$ cat src/rtl/ptx_lane_scheduler.sv
// ptx_lane_scheduler: picks one of four byte lanes per serializer slot, filling empty slots with K-chars
//   clk_4f, reset (async, active-low)      : byte-slot clock and reset
//   data_0p..data_3p, valid_0p..valid_3p   : lane bytes and their availability
//   ser_ready                              : a slot is consumed at this edge
//   ready_0p..ready_3p                     : combinational pop of the winning lane
//   byte_out, byte_valid, is_k, lane_id    : registered slot byte and its qualifiers
//   IDLE_OUT                               : link is idle (registered)
// Build option: define PTX_SCHED_FIXED_PRIO_EN for fixed priority (lane 0 highest) instead of round-robin.
module ptx_lane_scheduler #(
  parameter int SYNC_COUNT  = 4,
  parameter int IDLE_THRESH = 4
) (
  input  logic       clk_4f,
  input  logic       reset,
  input  logic [7:0] data_0p,
  input  logic [7:0] data_1p,
  input  logic [7:0] data_2p,
  input  logic [7:0] data_3p,
  input  logic       valid_0p,
  input  logic       valid_1p,
  input  logic       valid_2p,
  input  logic       valid_3p,
  input  logic       ser_ready,
  output logic       ready_0p,
  output logic       ready_1p,
  output logic       ready_2p,
  output logic       ready_3p,
  output logic [7:0] byte_out,
  output logic       byte_valid,
  output logic       is_k,
  output logic [1:0] lane_id,
  output logic       IDLE_OUT
);
  typedef enum logic [1:0] {SYNC, ACTIVE, IDLE} state_t;
  state_t state, state_d;
  logic [3:0] sync_cnt, sync_d, idle_cnt, idle_d, vld, rdy;
  logic [1:0] ptr, ptr_d, win, lid_d;
  logic [7:0] byte_d;
  logic [7:0] lane_data [4];
  logic hit, bv_d, k_d;
  assign vld = {valid_3p, valid_2p, valid_1p, valid_0p};
  assign lane_data = '{data_0p, data_1p, data_2p, data_3p};
  // Scan from the farthest candidate back to ptr so the lane nearest ptr wins.
  always_comb begin
    hit = |vld;
    win = ptr;
    for (int i = 3; i >= 0; i--)
      if (vld[ptr + 2'(i)]) win = ptr + 2'(i);
  end
  assign rdy = (ser_ready && state != SYNC && hit) ? 4'b0001 << win : 4'b0000;
  assign {ready_3p, ready_2p, ready_1p, ready_0p} = rdy;
  always_comb begin
    state_d = state;
    sync_d  = sync_cnt;
    idle_d  = idle_cnt;
    ptr_d   = ptr;
    byte_d  = byte_out;
    bv_d    = byte_valid;
    k_d     = is_k;
    lid_d   = lane_id;
    if (state == SYNC) begin
      byte_d  = 8'hBC;
      k_d     = 1'b1;
      bv_d    = 1'b0;
      sync_d  = sync_cnt + 4'd1;
      state_d = (sync_d == 4'(SYNC_COUNT)) ? ACTIVE : SYNC;
    end else if (hit) begin
      byte_d  = lane_data[win];
      bv_d    = 1'b1;
      k_d     = 1'b0;
      lid_d   = win;
`ifdef PTX_SCHED_FIXED_PRIO_EN
      ptr_d   = 2'd0;
`else
      ptr_d   = win + 2'd1;
`endif
      idle_d  = 4'd0;
      state_d = ACTIVE;
    end else begin
      byte_d  = 8'h7C;
      k_d     = 1'b1;
      bv_d    = 1'b0;
      idle_d  = (idle_cnt == 4'(IDLE_THRESH)) ? idle_cnt : idle_cnt + 4'd1;
      state_d = (idle_d == 4'(IDLE_THRESH)) ? IDLE : state;
    end
  end
  always_ff @(posedge clk_4f or negedge reset) begin
    if (!reset) begin
      state      <= SYNC;
      sync_cnt   <= 4'd0;
      idle_cnt   <= 4'd0;
      ptr        <= 2'd0;
      byte_out   <= 8'h00;
      byte_valid <= 1'b0;
      is_k       <= 1'b0;
      lane_id    <= 2'd0;
      IDLE_OUT   <= 1'b0;
    end else if (ser_ready) begin
      state      <= state_d;
      sync_cnt   <= sync_d;
      idle_cnt   <= idle_d;
      ptr        <= ptr_d;
      byte_out   <= byte_d;
      byte_valid <= bv_d;
      is_k       <= k_d;
      lane_id    <= lid_d;
      IDLE_OUT   <= (state_d == IDLE);
    end
  end
endmodule

$ cat config.mk
export PLATFORM = sky130hd
export DESIGN_NAME = ptx_lane_scheduler
export DESIGN_NICKNAME = d
export VERILOG_FILES = /design/src/rtl/ptx_lane_scheduler.sv
export SDC_FILE = /design/constraint.sdc
export NUM_CORES = 1
export LEC_CHECK = 0
export CAP_MARGIN = 20
export CORE_MARGIN = 2
export CORE_UTILIZATION = 41
export CTS_BUF_LIST = sky130_fd_sc_hd__clkbuf_16
export CTS_CLUSTER_SIZE = 30
export DETAILED_ROUTE_END_ITERATION = 6
export PLACE_DENSITY = 0.86
export RECOVER_POWER = 25
export REMOVE_ABC_BUFFERS = 1
export SETUP_SLACK_MARGIN = 0.5
export SLEW_MARGIN = 20
export SYNTH_ARGS = -nofsm -noshare
export SYNTH_HDL_FRONTEND = slang
export SYNTH_SLANG_ARGS = --single-unit
$ cat constraint.sdc
create_clock -name clk_4f -period 2.59 [get_ports clk_4f]
set_clock_uncertainty 0.15 [all_clocks]
set_input_delay 0.518 -clock clk_4f [delete_from_list [all_inputs] [get_ports clk_4f]]
set_output_delay 0.518 -clock clk_4f [all_outputs]
set_load 0.05 [all_outputs]
==> results of run 1 <==
[layout make-up]
cell class,count,area share
multi-input combinational,144,0.405
timing repair buffer,103,0.321
sequential,25,0.212
clock buffer,3,0.0254
tap,50,0.0211
inverter,9,0.0131
clock inverter,1,0.00254
[routing by layer]
metal / global-route usage / vias up / share of wire
met5: 0 / - / 0
met4: 0.166 / 0 / 0.044
met3: 0.0683 / 27 / 0.062
met2: 0.549 / 101 / 0.53
met1: 0.303 / 971 / 0.37
li1: - / 890 / -
[stage by stage]
step                      std cells  worst slack, ps  TNS (ps)  utilization  cell area [um^2]
final                           335             19.6         0        0.751              2960
after detailed placement        313             -490     -3140        0.626              2470
after CTS                       330             40.7         0        0.734              2890
after global routing            335            -21.2     -70.2        0.751              2960
after floorplan                 178             -305     -1110            -              1620
after global placement          313             -415     -2440        0.626              2470
[sequential cells by signal (all words and copies together), names as in the netlist]
register and flops:
lane_id 2, ptr 2, state 2, sync_cnt 4, is_k 1, idle_cnt 4, byte_out 8, IDLE_OUT 1
byte_valid 1
[synth_stat cells (3+ instances only)]
| master | n | area [um^2] |
|---|---|---|
| nor4_1 | 3 | 18.8 |
| nand2_1 | 24 | 90.1 |
| nand3_1 | 4 | 20.0 |
| nand2b_1 | 3 | 18.8 |
| nor2b_1 | 3 | 18.8 |
| a21oi_1 | 7 | 35.0 |
| o21ai_0 | 12 | 60.1 |
| dfrtp_1 | 25 | 626 |
| nand3b_1 | 3 | 22.5 |
| ha_1 | 7 | 87.6 |
| o31a_1 | 4 | 35.0 |
| a311oi_1 | 4 | 35.0 |
| inv_1 | 8 | 30.0 |
| a21o_1 | 4 | 30.0 |
| o211ai_1 | 3 | 22.5 |
| and2_1 | 5 | 31.3 |
| clkbuf_1 | 4 | 15.0 |
| a2111oi_0 | 6 | 52.6 |
| nor2_1 | 16 | 60.1 |
[cell families (layout without fill, tap and decap cells)]
kind of cell	after synthesis	after routing	synth area share
muxes	1	1	0.00676
and+or+nand+nor	73	73	0.228
buffers and inverters	17	116	0.0503
xor gates and xnor gates	3	3	0.0158
adders and majority gates	7	7	0.0526
DFF	25	25	0.376
AOI/OAI and AO/OA	60	60	0.271
[repair_timing]
action	4_1_cts	5_1_grt
setup buffers	13	5
setup endpoints to repair	29	16
resized for setup	79	15
hold buffers	0	0
pin swaps	14	14
endpoints found under the hold margin	0	0
[worst register-to-register path: cells and delay by family (launching register included)]
family	cells	cell delay (ps)
AOI/OAI and AO/OA	2	420
buffers and inverters	5	610
DFF	1	350
and+or+nand+nor	3	700
[final timing paths]
path | cells after the start | slack, ps | endpoint | startpoint
min in group asynchronous | 2 | 940 | idle_cnt[2] | reset
worst max-delay path | 9 | 20 | ready_0p | valid_2p
max in group asynchronous | 2 | 440 | idle_cnt[0] | reset
worst min register to register | 1 | 330 | sync_cnt[3] | sync_cnt[3]
worst max register to register | 10 | 310 | byte_out[1] | ptr[0]
worst min-delay path | 1 | 330 | sync_cnt[3] | sync_cnt[3]
[power breakdown]
part | switching, mW | internal (mW) | total [mW]
Clock | 0.157 | 0.211 | 0.368
Combinational | 1.08 | 0.785 | 1.87
Sequential | 0.103 | 0.530 | 0.633
==> run metrics, run 1 <==
status completed; Post-Syn Instances 186; slew margin rel. 0.0735; Routability Congestion 0.885; grt total ovfl 0; gr usage total 0.297; num ports 56; worst-skew pair later-pin latency 270 ps; EDFF count, synth 0; CP Capture Type output pin; min Tclk post-route 2570 ps; CP bufs+invs 4; Syn Area/Cell 8.95 um^2; PD cells 969 nW/um^2; Max Cap Viol 0; root buffer cell clkbuf_16; vias in the first global route 1991; routed wire length per instance 20.0 um; CTS tree done; Setup Viol. Count Final 0; highest-count cells in the layout ignoring fill and taps buf_4 (39), clkdlybuf4s50_1 (32), dfrtp_1 (24); P_leak 1.28 nW; Synth Cell Area roughly 1700 um^2; Final Cycle Share 0.992; # DRC 0; crit-path max FO 5; vias 1989; Slew Viols, Final 0; Hold Crit Class flop to flop; CORE AREA 3940 um^2; CTS Sinks 25; CTS Buf Count 3; #FFs+latches synth 25; H-Tree Depth 1; starting density of the core 0.422; max incr delay on CP roughly 360 ps; die height 67.7 um; die span in x 67.7 um; PortBufs between 50 and 60; RSZ-0062 raised after global routing yes; crit path cell chain buf_6 > buf_6 > or3_1 > nand4b_1 > nand2_4 > inv_6 > ha_4 > and2_4 > buf_8; Seq/Total Area, Yosys 0.376; Fin. Hold Viols 0; most common cell after layout, fill and taps aside buf_4; Hold Worst Slack 332 ps; Final Power 2.87 mW; # nets final 332; largest net degree at the start of global routing 26; CP max-delay cell or3_1; Via density 5.94; main flop type after synthesis dfrtp_1; Die ar. roughly 4600 um^2; storage element area 627 um^2; P&R area growth vs syn 77.8%; Critical Path AT between 1500 and 2000 ps; # diodes 0; Critical Path RT 1920 ps; antenna-violating nets left 0; CP Class input port to output pin; area of the multi-input gates between 1000 and 1500 um^2; Filler Cell Count 251; Worst Tran Pin Value 1390 ps; initial antenna violation count 0; peak supply drop 609 uV; routed wire length 6.69 mm; 1st-pass router iterations 4; Max Buffers Root-to-Sink 2; CP Launch Type input port; Starting DRT DRC Count 157; layout cells sized above 1 0.337; CTS clock-pin slew for the worst setup and hold paths 70 ps; ys async rst share 1.00; CP dominant cell by count buf_6; first-pass GRT wire length roughly 9.8 mm; cell row count 23; synth warn 0; Largest delay share family, worst path simple AND/OR/NAND/NOR gates; Distinct cells, synth 51; maximum clock frequency 389 MHz; post-DP HPWL between 3 and 4 mm
No activity file was read; power rests on OpenSTA's default activity.
==> run 2: changes to the inputs <==
Settings changed: PLACE_DENSITY 0.86 to default, PLACE_DENSITY_LB_ADDON from default to 0.25, SLEW_MARGIN 20 to 25.
==> run metrics, run 2 (synthesized netlist as in run 1, its figures left out) <==
Critical Path AT 1970 ps (was 1900 ps); num ports 56 (unchanged); vias in the first global route 1947 (was 1991); final setup margin -45.3 ps (was 19.6 ps); P&R area growth vs syn 83.4% (was 77.8%); Critical Path RT 1920 ps (about the same); die span in x 67.7 um (unchanged); gr usage total 0.277 (was 0.297); status finished, violations left (was completed); storage element area 627 um^2 (unchanged); crit-path max FO 5 (unchanged); slew margin rel. 0.0497 (was 0.0735); vias 1959 (was 1989); # DRC 0 (unchanged); cell row count 23 (unchanged); largest register by flop count byte_out (unchanged); highest-count cells in the layout ignoring fill and taps buf_4 (42), clkdlybuf4s50_1 (33), dfrtp_1 (24) (was buf_4 (39), clkdlybuf4s50_1 (32), dfrtp_1 (24)); # nets final 342 (was 332); routed wire length per instance 18.7 um (was 20.0 um); clock power share 0.121 (was 0.128); hold buffers post-CTS 0 (unchanged); peak supply drop 595 uV (was 609 uV); r2r setup slk 30 ps (was 310 ps); M3 GR Usage 0.0350 (was 0.0683); switching power 1.35 mW (was 1.34 mW); maximum clock frequency 379 MHz (was 389 MHz); CORE AREA 3940 um^2 (unchanged); grt total ovfl 0 (unchanged); Max Buffers Root-to-Sink 2 (unchanged); starting density of the core 0.422 (unchanged); CTS Buf Count 3 (unchanged); layout cells sized above 1 0.390 (was 0.337); first-pass GRT wire length 9.37 mm (was 9.76 mm); post-DP HPWL 3.64 mm (about the same); CP Launch Type input port (unchanged); met1 Track Usage GR 0.361 (was 0.303); H-Tree Depth 1 (unchanged); placed cell area 2460 um^2 (was 2470 um^2); area of the multi-input gates 1180 um^2 (was 1200 um^2); CTS clock-pin slew for the worst setup and hold paths 70 ps (about the same); Final Cycle Share 1.02 (was 0.992); Setup Viol. Count Final 4 (was 0); # diodes 0 (unchanged); Slew Viols, Final 0 (unchanged); CTS Sinks 25 (unchanged); Sequential Power Share 0.213 (was 0.221); CP max-delay cell or3_1 (unchanged); Final Power 2.98 mW (was 2.87 mW); initial antenna violation count 0 (unchanged); RSZ-0062 raised after global routing yes (unchanged); PortBufs 55 (unchanged); most crowded layer after global routing met2 (unchanged); max incr delay on CP 310 ps (was 360 ps); largest net degree at the start of global routing 26 (unchanged); failing checks negative setup slack; PD cells 974 nW/um^2 (was 969 nW/um^2); 1st-pass router iterations 4 (unchanged); setup slack after placement -456 ps (was -490 ps); routed wire length 6.46 mm (was 6.69 mm); number of flip-flops in the largest register 8 (unchanged); crit path cell chain buf_2 > buf_6 > or3_1 > nand4b_1 > buf_4 > nand2_4 > inv_4 > ha_4 > and2_4 > buf_12 (was buf_6 > buf_6 > or3_1 > nand4b_1 > nand2_4 > inv_6 > ha_4 > and2_4 > buf_8); Routability Congestion 0.854 (was 0.885); P_leak 1.36 nW (was 1.28 nW); Filler Cell Count 243 (was 251); min Tclk post-route 2640 ps (was 2570 ps); M2 GR Usage 0.477 (was 0.549); worst-skew pair later-pin latency 260 ps (was 270 ps); Comb power frac 0.666 (was 0.651); CP Class input port to output pin (unchanged); P_int 1.63 mW (was 1.53 mW); Via density 5.68 (was 5.94); Regs by FF count byte_out: 8 flops, idle_cnt: 4 flops, sync_cnt: 4 flops (unchanged); Hold Crit Class flop to flop (unchanged); Worst Tran Pin Value 1430 ps (was 1390 ps); Fin. Hold Viols 0 (unchanged); most common cell after layout, fill and taps aside buf_4 (unchanged); Sw Share 0.453 (was 0.468); CP Capture Type output pin (unchanged); Starting DRT DRC Count 212 (was 157); root buffer cell clkbuf_16 (unchanged); Final Cell Area 3050 um^2 (was 2960 um^2); Die ar. 4590 um^2 (unchanged); CTS tree done (unchanged); antenna-violating nets left 0 (unchanged); Max Cap Viol 0 (unchanged); die height 67.7 um (unchanged)
-- run 2: worst max-delay path: cells and delay by family --
| kind | cells | cell delay [ps] |
|---|---|---|
| buffers and inverters | 5 | 630 |
| adder cells (fa/ha/maj) | 1 | 130 |
| AND/OR/NAND/NOR | 4 | 690 |
-- run 2: layout make-up --
type	instances	area share
Clock buffer	3	0.0246
Timing Repair Buffer	113	0.349
Sequential cell	25	0.205
Tap cell	50	0.0205
Inverter	9	0.0119
Clock inverter	1	0.00246
Multi-Input combinational cell	144	0.386
-- run 2: metal layers --
metal,part of all wire,wire [um]
met1,0.43,2760
met2,0.50,3230
met3,0.048,309
met4,0.024,155
met5,0,0
-- run 2: worst paths after layout --
path                             from     endpoint  depth (start not counted)
min reg2reg                byte_valid   byte_valid                          1
min in group asynchronous       reset  idle_cnt[1]                          2
max                          valid_2p     ready_1p                         10
max reg2reg                    ptr[0]  byte_out[7]                         11
max in group asynchronous       reset       ptr[0]                          2
min                        byte_valid   byte_valid                          1
-- run 2: per-stage QoR --
step / setup TNS [ps] / util / cells / hold slack, ps
after global routing: -432 / 0.775 / 345 / 366
after global placement: -2880 / 0.624 / 312 / 312
after floorplan: -1110 / - / 178 / 72.4
after CTS: 0 / 0.735 / 338 / 333
final: -154 / 0.775 / 345 / 336
after detailed placement: -3390 / 0.624 / 312 / 321
-- run 2: timing repair --
action	in CTS	in global routing
gates resized for setup	76	28
setup endpoints to repair	24	22
hold endpoints to repair	0	0
setup buffers	22	7
pin swaps	15	6
-- run 2: power groups by stage --
stage               registers [mW]  clock network, mW  logic [mW]
finish                       0.634              0.361        1.98
global route                 0.650              0.383        2.08
CTS                          0.627              0.361        1.74
detailed placement           0.635                  0        1.42
global placement             0.629                  0        1.40
floorplan                    0.919                  0       0.511
